--- src/rtl/if_id_stage_if.sv ---
// IF/ID stage bus: fetch-side handshake, hazard controls, decode-side
// outputs and the two performance counters, bundled for the pipeline stage.
interface if_id_stage_if #(
    parameter int PC_W    = 32,
    parameter int INSTR_W = 32
) ();
    logic               in_valid;
    logic [PC_W-1:0]    in_pc;
    logic [INSTR_W-1:0] in_instr;
    logic               in_ready;
    logic               stall;
    logic               flush;
    logic               out_valid;
    logic [PC_W-1:0]    out_pc;
    logic [INSTR_W-1:0] out_instr;
    logic [31:0]        stall_cycles;
    logic [31:0]        flush_count;

    // Pipeline side: drives fetch data and hazard controls, observes ID.
    modport master (
        output in_valid, in_pc, in_instr, stall, flush,
        input  in_ready, out_valid, out_pc, out_instr, stall_cycles, flush_count
    );

    // Stage side.
    modport slave (
        input  in_valid, in_pc, in_instr, stall, flush,
        output in_ready, out_valid, out_pc, out_instr, stall_cycles, flush_count
    );
endinterface

--- src/rtl/if_id_stage.sv ---
// IF/ID pipeline stage: valid-tagged output register fed either directly
// from IF (bypass) or from an in-order SKID_DEPTH-entry skid queue that
// captures fetches arriving while ID is stalled. All state changes on the
// falling edge of clk; rst is synchronous and active-high.
// Optional macro IF_ID_PERF_CNT_EN builds saturating stall/flush counters;
// without it both counter outputs read zero and no counter flops exist.
module if_id_stage #(
    parameter int                 PC_W       = 32,
    parameter int                 INSTR_W    = 32,
    parameter logic [INSTR_W-1:0] BUBBLE     = 32'hFFFFFFFF,
    parameter int                 SKID_DEPTH = 2
) (
    input  logic          clk,
    input  logic          rst,
    if_id_stage_if.slave  bus
);
    localparam int PTR_W = (SKID_DEPTH > 1) ? $clog2(SKID_DEPTH) : 1;
    localparam int CNT_W = $clog2(SKID_DEPTH + 1);
    localparam logic [PTR_W-1:0] PTR_LAST = PTR_W'(SKID_DEPTH - 1);
    localparam logic [CNT_W-1:0] CNT_FULL = CNT_W'(SKID_DEPTH);

    // Pointer advance with explicit wrap so non-power-of-two depths work.
    function automatic logic [PTR_W-1:0] ptr_next(input logic [PTR_W-1:0] p);
        if (p == PTR_LAST) begin
            ptr_next = {PTR_W{1'b0}};
        end else begin
            ptr_next = p + {{(PTR_W-1){1'b0}}, 1'b1};
        end
    endfunction

    logic               out_valid_q, out_valid_d;
    logic [PC_W-1:0]    out_pc_q,    out_pc_d;
    logic [INSTR_W-1:0] out_instr_q, out_instr_d;
    logic [CNT_W-1:0]   count_q,     count_d;
    logic [PTR_W-1:0]   wr_ptr_q,    wr_ptr_d;
    logic [PTR_W-1:0]   rd_ptr_q,    rd_ptr_d;
    logic [PC_W-1:0]    skid_pc_q    [SKID_DEPTH];
    logic [INSTR_W-1:0] skid_instr_q [SKID_DEPTH];

    logic in_ready_s;
    logic accept_s;
    logic push_s;

    // Readiness looks only at reset and the registered occupancy.
    always_comb begin
        in_ready_s = !rst && (count_q < CNT_FULL);
        accept_s   = bus.in_valid && in_ready_s;
    end

    // Next-state selection: flush beats stall beats advance.
    always_comb begin
        out_valid_d = out_valid_q;
        out_pc_d    = out_pc_q;
        out_instr_d = out_instr_q;
        count_d     = count_q;
        wr_ptr_d    = wr_ptr_q;
        rd_ptr_d    = rd_ptr_q;
        push_s      = 1'b0;

        if (bus.flush) begin
            // Squash output and queue; any same-edge input is dropped.
            out_valid_d = 1'b0;
            out_instr_d = BUBBLE;
            count_d     = {CNT_W{1'b0}};
            wr_ptr_d    = {PTR_W{1'b0}};
            rd_ptr_d    = {PTR_W{1'b0}};
        end else if (bus.stall) begin
            // ID holds; capture the fetch at the tail.
            if (accept_s) begin
                push_s   = 1'b1;
                wr_ptr_d = ptr_next(wr_ptr_q);
                count_d  = count_q + {{(CNT_W-1){1'b0}}, 1'b1};
            end else begin
                push_s   = 1'b0;
            end
        end else begin
            if (count_q != {CNT_W{1'b0}}) begin
                // Drain the oldest queued instruction first.
                out_valid_d = 1'b1;
                out_pc_d    = skid_pc_q[rd_ptr_q];
                out_instr_d = skid_instr_q[rd_ptr_q];
                rd_ptr_d    = ptr_next(rd_ptr_q);
                if (accept_s) begin
                    push_s   = 1'b1;
                    wr_ptr_d = ptr_next(wr_ptr_q);
                end else begin
                    count_d  = count_q - {{(CNT_W-1){1'b0}}, 1'b1};
                end
            end else if (accept_s) begin
                // Empty queue: fetch goes straight to ID.
                out_valid_d = 1'b1;
                out_pc_d    = bus.in_pc;
                out_instr_d = bus.in_instr;
            end else begin
                out_valid_d = 1'b0;
                out_instr_d = BUBBLE;
            end
        end
    end

    // Output register, occupancy and pointers.
    always_ff @(negedge clk) begin
        if (rst) begin
            out_valid_q <= 1'b0;
            out_pc_q    <= {PC_W{1'b0}};
            out_instr_q <= BUBBLE;
            count_q     <= {CNT_W{1'b0}};
            wr_ptr_q    <= {PTR_W{1'b0}};
            rd_ptr_q    <= {PTR_W{1'b0}};
        end else begin
            out_valid_q <= out_valid_d;
            out_pc_q    <= out_pc_d;
            out_instr_q <= out_instr_d;
            count_q     <= count_d;
            wr_ptr_q    <= wr_ptr_d;
            rd_ptr_q    <= rd_ptr_d;
        end
    end

    // Skid storage; contents are meaningless outside the occupied window.
    always_ff @(negedge clk) begin
        if (rst) begin
            for (int i = 0; i < SKID_DEPTH; i++) begin
                skid_pc_q[i]    <= {PC_W{1'b0}};
                skid_instr_q[i] <= BUBBLE;
            end
        end else if (push_s) begin
            skid_pc_q[wr_ptr_q]    <= bus.in_pc;
            skid_instr_q[wr_ptr_q] <= bus.in_instr;
        end else begin
            skid_pc_q[wr_ptr_q]    <= skid_pc_q[wr_ptr_q];
            skid_instr_q[wr_ptr_q] <= skid_instr_q[wr_ptr_q];
        end
    end

    assign bus.in_ready  = in_ready_s;
    assign bus.out_valid = out_valid_q;
    assign bus.out_pc    = out_pc_q;
    assign bus.out_instr = out_instr_q;

`ifdef IF_ID_PERF_CNT_EN
    // Saturating increment so a long run never wraps back to small values.
    function automatic logic [31:0] sat_inc(input logic [31:0] v);
        if (v == 32'hFFFFFFFF) begin
            sat_inc = v;
        end else begin
            sat_inc = v + 32'd1;
        end
    endfunction

    logic [31:0] stall_cycles_q;
    logic [31:0] flush_count_q;

    // Stall edges count only when not overridden by flush.
    always_ff @(negedge clk) begin
        if (rst) begin
            stall_cycles_q <= 32'd0;
            flush_count_q  <= 32'd0;
        end else begin
            if (bus.flush) begin
                flush_count_q <= sat_inc(flush_count_q);
            end else begin
                flush_count_q <= flush_count_q;
            end
            if (bus.stall && !bus.flush) begin
                stall_cycles_q <= sat_inc(stall_cycles_q);
            end else begin
                stall_cycles_q <= stall_cycles_q;
            end
        end
    end

    assign bus.stall_cycles = stall_cycles_q;
    assign bus.flush_count  = flush_count_q;
`else
    assign bus.stall_cycles = 32'd0;
    assign bus.flush_count  = 32'd0;
`endif

endmodule

--- src/flat_wrapper.sv ---
// flat-port wrapper written by rule: the top's interface ports become plain ports
module if_id_stage_flat 
#(
    parameter int                 PC_W       = 32,
    parameter int                 INSTR_W    = 32,
    parameter logic [INSTR_W-1:0] BUBBLE     = 32'hFFFFFFFF,
    parameter int                 SKID_DEPTH = 2
)
  (clk, rst, bus_in_valid, bus_in_pc, bus_in_instr, bus_stall, bus_flush, bus_in_ready, bus_out_valid, bus_out_pc, bus_out_instr, bus_stall_cycles, bus_flush_count);
  if_id_stage_if #(.PC_W(PC_W), .INSTR_W(INSTR_W)) bus_i ();
  input  logic clk;
  input  logic rst;
  input wire logic [$bits(bus_i.in_valid)-1:0] bus_in_valid;
  input wire logic [$bits(bus_i.in_pc)-1:0] bus_in_pc;
  input wire logic [$bits(bus_i.in_instr)-1:0] bus_in_instr;
  input wire logic [$bits(bus_i.stall)-1:0] bus_stall;
  input wire logic [$bits(bus_i.flush)-1:0] bus_flush;
  output wire logic [$bits(bus_i.in_ready)-1:0] bus_in_ready;
  output wire logic [$bits(bus_i.out_valid)-1:0] bus_out_valid;
  output wire logic [$bits(bus_i.out_pc)-1:0] bus_out_pc;
  output wire logic [$bits(bus_i.out_instr)-1:0] bus_out_instr;
  output wire logic [$bits(bus_i.stall_cycles)-1:0] bus_stall_cycles;
  output wire logic [$bits(bus_i.flush_count)-1:0] bus_flush_count;
  assign bus_i.in_valid = bus_in_valid;
  assign bus_i.in_pc = bus_in_pc;
  assign bus_i.in_instr = bus_in_instr;
  assign bus_i.stall = bus_stall;
  assign bus_i.flush = bus_flush;
  assign bus_in_ready = bus_i.in_ready;
  assign bus_out_valid = bus_i.out_valid;
  assign bus_out_pc = bus_i.out_pc;
  assign bus_out_instr = bus_i.out_instr;
  assign bus_stall_cycles = bus_i.stall_cycles;
  assign bus_flush_count = bus_i.flush_count;
  if_id_stage #(.PC_W(PC_W), .INSTR_W(INSTR_W), .BUBBLE(BUBBLE), .SKID_DEPTH(SKID_DEPTH)) u_core (.clk(clk), .rst(rst), .bus(bus_i));
endmodule
--- config.mk ---
export PLATFORM = sky130hd
export DESIGN_NAME = if_id_stage_flat
export DESIGN_NICKNAME = d
export VERILOG_FILES = /design/src/rtl/if_id_stage_if.sv /design/src/rtl/if_id_stage.sv /design/src/flat_wrapper.sv
export SDC_FILE = /design/constraint.sdc
export NUM_CORES = 1
export LEC_CHECK = 0
export CORE_MARGIN = 8
export CORE_UTILIZATION = 45
export DETAILED_ROUTE_END_ITERATION = 8
export GPL_TIMING_DRIVEN = 0
export PLACE_DENSITY_LB_ADDON = 0.05
export SLEW_MARGIN = 30
export SYNTH_ARGS = -nofsm -noshare
export SYNTH_HDL_FRONTEND = slang
export SYNTH_SLANG_ARGS = --single-unit
--- constraint.sdc ---
create_clock -name clk -period 3.2 [get_ports clk]
set_clock_uncertainty 0.15 [all_clocks]
set_input_delay 0.64 -clock clk [delete_from_list [all_inputs] [get_ports clk]]
set_output_delay 0.64 -clock clk [all_outputs]
set_load 0.02 [all_outputs]
==> qor.csv, run 1 <==
stage,metric,value,unit
grt,GRT Resource Usage Total,0.204,
grt,first-pass GRT wire length,38700,um
critical_path,Top delay family on crit path,simple AND/OR/NAND/NOR gates,
timing,final slew viol count,0,
synth,Ys Warns,0,
die,starting density of the core,0.460,
cells_and_area,Final Cell Area,14000,um^2
min_path,HP Start,u_core.bus.out_pc[19]$_SDFFE_NP0P_,
critical_path,"slowest stage cell, crit path",nor4_4,
cts,CTS tree,done,
critical_path,Setup Crit Path Kind,primary input to register,
drt,DR vias/cell,4.88,
critical_path,crit start category,primary input,
critical_path,RR Endpoint,u_core.skid_pc_q[1][24]$_SDFFCE_NN0P_,
cells_and_area,Area Overhead vs Synth,56.3,%
drt,remaining antenna violation count after routing,0,
critical_path,Max Fanout on Critical Path,5,
drt,DRC,0,
timing,count of final setup violators,371,
synth,Unique masters post-synth,35,
synth,top_reg_cell synth,edfxtp_1,
cells_and_area,Non-Filler Instances,1531,
min_path,worst hold path depth,1,
power_and_ir_drop,pwr/cell area,487,nW/um^2
timing,post-route worst setup slack,-476,ps
grt,initial antenna violation count,1,
critical_path,"slowest stage delay, CP",300,ps
cts,clk buf depth,2,
cells_and_area,Fill cells,1417,
timing,Worst Tran Pin Value,828,ps
die,Core Area,19500,um^2
timing,RSZ-0062 raised after global routing,yes,
cts,cts hold-fix bufs,0,
placed_design,# placed instances,1235,
min_path,worst hold path class,register to register,
critical_path,"reg-to-reg slack, setup",950,ps
synth,Mapped Area,8980,um^2
die,Rows,51,
placed_design,placed cell area,11000,um^2
cts,cts bufs inserted,17,
synth,share of flip-flops with an asynchronous set or reset,0,
drt,vias post-DR,7469,
synth,Mapped Avg Cell Area,11.6,um^2
critical_path,CP startpoint,rst,
placed_design,Post-DP HPWL,15100,um
outcome,status,"complete, but fails checks",
grt,largest net degree at the start of global routing,21,
cts,clk_lat worst skew,480,ps
cts,Root Driver,clkbuf_16,
die,I/O pin count,199,
synth,Yosys reg bits,198,
power_and_ir_drop,maximum VDD drop,0.385,mV
cts,CTS sink count,198,
run,Max-Cap Viols,0,
die,die height,157,um
timing,Fin. Hold Viols,0,
cells_and_area,post-layout net count,1323,
critical_path,"Req. time, crit path",1620,ps
critical_path,CP Buf/Inv Count,5,
critical_path,r2r startpoint,u_core.count_q[1]$_SDFFE_NP0P_,
power_and_ir_drop,static leakage,6.19,nW
placed_design,gpl congestion,0.736,
outcome,failing checks,negative setup slack,
synth,Post-Syn Instances,773,
min_path,hold endpoint,u_core.bus.out_pc[19]$_SDFFE_NP0P_,
placed_design,IO Port Bufs,132,
cts,H-tree levels,4,
critical_path,"Critical Path, Cell by Cell",clkbuf_16 -> buf_12 -> or2_4 -> nor4_4 -> buf_6 -> or2_4 -> buf_6 -> clkbuf_16,
placed_design,DP Worst Slack,-1780,ps
drt,Routed WL per cell,17.7,um
grt,GR Overflow Total,0,
cells_and_area,utilization after layout,0.719,
grt,number of global-route vias before repair,7618,
die,die footprint,24700,um^2
critical_path,CP Capture Type,register,
power_and_ir_drop,Total Power,6.84,mW
timing,Slew headroom,0.448,
synth,sequential share of the synthesized area,0.584,
critical_path,R2R depth,9,
cells_and_area,diode count,0,
cts,clk slew on worst S/H paths,30,ps
critical_path,crit path DAT,2090,ps
drt,TritonRoute pass-1 iters,5,
drt,Total Wirelength,27100,um
cells_and_area,layout cell share with drive strength beyond 1,0.345,
synth,number of flops mapped to enable cells by yosys,128,
die,DIE WIDTH,157,um
drt,Initial DRC Count,477,
synth_stat cells (2+ instances only):
library cell  instances  area, um^2
buf_2                11        55.1
buf_6                 4        45.0
clkbuf_1             33         124
nor2_1                9        33.8
inv_1                 2        7.51
buf_1                 3        11.3
and2_1               64         400
o21ai_0              34         170
dfxtp_1              70        1400
mux2i_1              32         320
a22oi_1              32         240
nand2b_1             66         413
buf_4                71         533
nand2_1              97         364
a21oi_1               2        10.0
mux2_2               32         360
a32o_1               32         320
nand3_1              32         160
edfxtp_1            128        3840
or2_2                 4        25.0
registers in the layout, indices dropped and copies added, names as in the netlist, named ones only:
| name | flops |
|---|---|
| u_core.bus.out_instr | 32 |
| u_core.bus.out_pc | 32 |
| u_core.bus.out_valid | 1 |
| u_core.count_q | 2 |
| u_core.rd_ptr_q | 1 |
| u_core.skid_instr_q | 64 |
| u_core.skid_pc_q | 64 |
| u_core.wr_ptr_q | 1 |
worst max path at each step:
stage	slack [ps]	end	cells after the start
after floorplan	-1090	u_core.skid_instr_q[1][0]$_SDFFCE_NN1P_	5
after global placement	-1950	u_core.skid_pc_q[0][10]$_SDFFCE_NN0P_	5
after detailed placement	-1780	u_core.skid_pc_q[0][10]$_SDFFCE_NN0P_	6
after CTS	-430	u_core.skid_pc_q[1][29]$_SDFFCE_NN0P_	7
after global routing	-490	u_core.skid_pc_q[1][20]$_SDFFCE_NN0P_	9
final	-480	u_core.skid_pc_q[0][22]$_SDFFCE_NN0P_	8
layout make-up:
| class | instances | area, um^2 | share of cell area |
|---|---|---|---|
| Buffer | 118 | 910 | 0.0648 |
| Clock buffer | 17 | 425 | 0.0303 |
| Clock inverter | 212 | 902 | 0.0643 |
| Inverter | 1 | 3.75 | 0.000267 |
| Multi-Input combinational cell | 518 | 3590 | 0.255 |
| Sequential cell | 198 | 5330 | 0.380 |
| Tap cell | 265 | 332 | 0.0236 |
| Timing Repair Buffer | 202 | 2550 | 0.181 |
metrics by stage:
step                      hold slack [ps]  setup TNS (ps)
after global routing                  322         -114970
after CTS                             314         -101520
after detailed placement              303         -411040
after global placement                300         -446920
final                                 309         -105470
after floorplan                       331         -213860
per-layer routing:
layer  vias up  wire length (um)  global-route usage
met5         -                 8                   0
met4         2               258              0.0839
met3        22              2200              0.0812
met2       281             14000               0.346
met1      3582             10700               0.224
li1       3582                 -                   -
logic make-up (layout without fill, tap and decap cells):
logic type             Yosys count  count (layout)  synth area share
AND/OR/NAND/NOR                279             283             0.165
flip-flops                     198             198             0.584
buffers and inverters          124             550            0.0864
AO/OA/AOI/OAI                  105             105            0.0868
multiplexers                    64              64            0.0758
XOR/XNOR                         2               2           0.00195
other                            1              64          0.000417
report_power, final:
| group | switching [mW] | leakage (nW) | total, mW | internal [mW] |
|---|---|---|---|---|
| Clock | 1.61 | 1.34 | 3.15 | 1.55 |
| Sequential | 0.0387 | 1.70 | 2.86 | 2.82 |
| Combinational | 0.412 | 3.15 | 0.823 | 0.412 |
| Total | 2.06 | 6.19 | 6.84 | 4.78 |
layout by cell type (no fill, tap or decap), types with 4 or more instances in the layout:
cell / n
buf_16: 9
inv_1: 202
buf_2: 4
conb_1: 64
buf_4: 82
clkbuf_2: 14
mux2i_1: 32
edfxtp_1: 128
buf_12: 19
and2_4: 20
a32o_1: 32
buf_6: 83
a22oi_1: 32
mux2_2: 32
clkdlybuf4s50_1: 64
o21ai_0: 34
nand2b_4: 33
or2_4: 7
clkbuf_4: 5
and2_1: 44
clkbuf_16: 26
nand2b_1: 33
nand2_1: 97
dfxtp_2: 64
clkbuf_1: 13
dfxtp_1: 4
clkinvlp_2: 4
nand3_1: 32
nor2_1: 5
buf_8: 15
what timing repair did:
action	CTS	global route
setup buffers	28	24
setup endpoints to repair	392	386
pin swaps	13	7
endpoints found under the hold margin	0	0
gates cloned	16	10
gates resized for setup	528	110
(Power assumes the default switching activity.)
==> run 2: changes to the inputs <==
ABC_CLOCK_PERIOD_IN_PS = 3200   (was default)
GPL_TIMING_DRIVEN = default   (was 0)
==> run 2 against run 1 <==
Effect of this change: the run still ends with negative setup slack left; critical path depth did not move; core utilization rose by 0.22 points; critical endpoint is now u_core.skid_instr_q[0][29]$_SDFFCE_NN1P_; cell area rose by 0.30%; routed wire length rose by 2.3%; combinational power rose by 1%.
==> qor.csv, run 2 (same netlist as run 1, synthesis figures left out) <==
stage,metric,value,unit,change
timing,RSZ-0062 raised after global routing,yes,,unchanged
critical_path,CP startpoint,rst,,unchanged
critical_path,CP Capture Type,register,,unchanged
cts,clk buf depth,2,,unchanged
timing,Slew headroom,0.537,,was 0.448
cts,clk_lat worst skew,490,ps,was 480 ps
die,DIE WIDTH,157,um,unchanged
critical_path,crit start category,primary input,,unchanged
placed_design,Post-DP HPWL,14800,um,was 15100 um
grt,largest net degree at the start of global routing,36,,was 21
critical_path,"Req. time, crit path",1620,ps,about the same
die,starting density of the core,0.460,,unchanged
critical_path,crit path DAT,2020,ps,was 2090 ps
cells_and_area,Area Overhead vs Synth,56.8,%,was 56.3%
placed_design,IO Port Bufs,134,,was 132
grt,GRT met2 Usage,0.360,,was 0.346
cts,cts hold-fix bufs,0,,unchanged
cells_and_area,Non-Filler Instances,1469,,was 1531
power_and_ir_drop,combinational group share of total power,0.125,,was 0.120
critical_path,"Critical Path, Cell by Cell",buf_6 -> or3b_4 -> buf_6 -> nor4_4 -> or2_4 -> buf_12 -> buf_12 -> buf_16,,was clkbuf_16 -> buf_12 -> or2_4 -> nor4_4 -> buf_6 -> or2_4 -> buf_6 -> clkbuf_16
drt,Total Wirelength,27800,um,was 27100 um
power_and_ir_drop,maximum VDD drop,0.384,mV,was 0.385 mV
grt,met3 Use GR,0.0688,,was 0.0812
power_and_ir_drop,static leakage,6.08,nW,was 6.19 nW
min_path,HP Start,u_core.bus.out_pc[24]$_SDFFE_NP0P_,,was u_core.bus.out_pc[19]$_SDFFE_NP0P_
critical_path,Setup Crit Path Kind,primary input to register,,unchanged
grt,met1 GRT Util,0.223,,was 0.224
grt,first-pass GRT wire length,39800,um,was 38700 um
drt,vias post-DR,7392,,was 7469
cts,Root Driver,clkbuf_16,,unchanged
run,Max-Cap Viols,0,,unchanged
power_and_ir_drop,Pint,4.55,mW,was 4.78 mW
grt,number of global-route vias before repair,8059,,was 7618
grt,GR Overflow Total,0,,unchanged
outcome,failing checks,negative setup slack,,unchanged
critical_path,R2R depth,8,,was 9
timing,count of final setup violators,355,,was 371
power_and_ir_drop,Seq pwr share,0.430,,was 0.418
cts,CTS sink count,198,,unchanged
die,Core Area,19500,um^2,unchanged
critical_path,Max Fanout on Critical Path,8,,was 5
min_path,worst hold path depth,1,,unchanged
power_and_ir_drop,clock power share,0.445,,was 0.461
grt,initial antenna violation count,2,,was 1
critical_path,"slowest stage cell, crit path",or3b_4,,was nor4_4
die,die height,157,um,unchanged
placed_design,gpl congestion,0.778,,was 0.736
power_and_ir_drop,pwr/cell area,473,nW/um^2,was 487 nW/um^2
cts,H-tree levels,4,,unchanged
die,Rows,51,,unchanged
die,I/O pin count,199,,unchanged
drt,DRC,0,,unchanged
drt,TritonRoute pass-1 iters,5,,unchanged
timing,final setup TNS,-88470,ps,was -105470 ps
timing,Worst Tran Pin Value,694,ps,was 828 ps
cells_and_area,"commonest non-fill, non-tap cell in the layout",inv_1,,unchanged
cts,CTS tree,done,,unchanged
timing,post-route worst setup slack,-402,ps,was -476 ps
timing,final slew viol count,0,,unchanged
timing,Fin. Hold Viols,0,,unchanged
cells_and_area,most frequent cells in the layout,"203 x inv_1, 128 x edfxtp_1, 97 x nand2_1",,"was 202 x inv_1, 128 x edfxtp_1, 97 x nand2_1"
power_and_ir_drop,P_sw,2.10,mW,was 2.06 mW
power_and_ir_drop,switching share of total power,0.316,,was 0.301
cts,cts bufs inserted,17,,unchanged
cells_and_area,post-layout net count,1261,,was 1323
cts,clk slew on worst S/H paths,30,ps,about the same
critical_path,"slowest stage delay, CP",390,ps,was 300 ps
outcome,status,"complete, but fails checks",,unchanged
grt,GRT Resource Usage Total,0.209,,was 0.204
timing,hold_ws,311,ps,was 309 ps
placed_design,# placed instances,1163,,was 1235
cells_and_area,biggest regs,"u_core.skid_instr_q: 64 flops, u_core.skid_pc_q: 64 flops",,unchanged
min_path,worst hold path class,register to register,,unchanged
grt,global routing's busiest layer,met2,,unchanged
drt,remaining antenna violation count after routing,0,,unchanged
cells_and_area,Fill cells,1383,,was 1417
die,die footprint,24700,um^2,unchanged
drt,DR vias/cell,5.03,,was 4.88
drt,Routed WL per cell,18.9,um,was 17.7 um
drt,Initial DRC Count,461,,was 477
cells_and_area,layout cell share with drive strength beyond 1,0.350,,was 0.345
critical_path,r2r startpoint,u_core.count_q[1]$_SDFFE_NP0P_,,unchanged
## run 2: path summary, 6_finish.rpt
| kind | to | slack, ps |
|---|---|---|
| max | u_core.skid_instr_q[0][29]$_SDFFCE_NN1P_ | -400 |
| min reg2reg | u_core.bus.out_pc[24]$_SDFFE_NP0P_ | 310 |
| max reg2reg | u_core.skid_instr_q[0][29]$_SDFFCE_NN1P_ | 960 |
| min | u_core.bus.out_pc[24]$_SDFFE_NP0P_ | 310 |
## run 2: area by class of cell
class,instances,area (um^2),area share
antenna,1,2.50,0.000178
timing repair buffer,262,3490,0.248
inverter,1,3.75,0.000267
clock inverter,211,825,0.0586
tap,265,332,0.0235
multi-input combinational,514,3670,0.260
clock buffer,17,425,0.0302
sequential,198,5330,0.379
## run 2: timing repair
item	in CTS	in global routing
endpoints found under the setup margin	391	355
hold endpoints to repair	0	0
buffers inserted	32	27
gates cloned	22	12
pin swaps	6	9
gates resized for setup	527	104
## run 2: layer usage
metal	vias up	share of wire
met2	285	0.53
met4	2	0.018
met5	-	0.00047
li1	3462	-
met3	45	0.069
met1	3598	0.38
## run 2: critical path: cells and delay by family
| kind | cells | cell delay (ps) |
|---|---|---|
| buf+inv | 5 | 610 |
| simple gates | 3 | 770 |
## run 2: through the flow
step / area (um^2) / utilization / total power [mW] / worst slack (ps)
floorplan: 9290 / - / 3.63 / -1090
global placement: 10800 / 0.554 / 3.87 / -1190
detailed placement: 10800 / 0.554 / 3.89 / -1180
CTS: 13500 / 0.689 / 6.60 / -421
global route: 14100 / 0.721 / 7.07 / -439
finish: 14100 / 0.721 / 6.65 / -402
## run 2: power by group through the flow
stage               clock network [mW]  registers (mW)  logic, mW
floorplan                        0.371            2.92      0.346
global placement                 0.371            2.88      0.622
detailed placement               0.371            2.88      0.632
CTS                               2.97            2.86      0.763
global route                      3.32            2.86      0.880
finish                            2.96            2.86      0.834
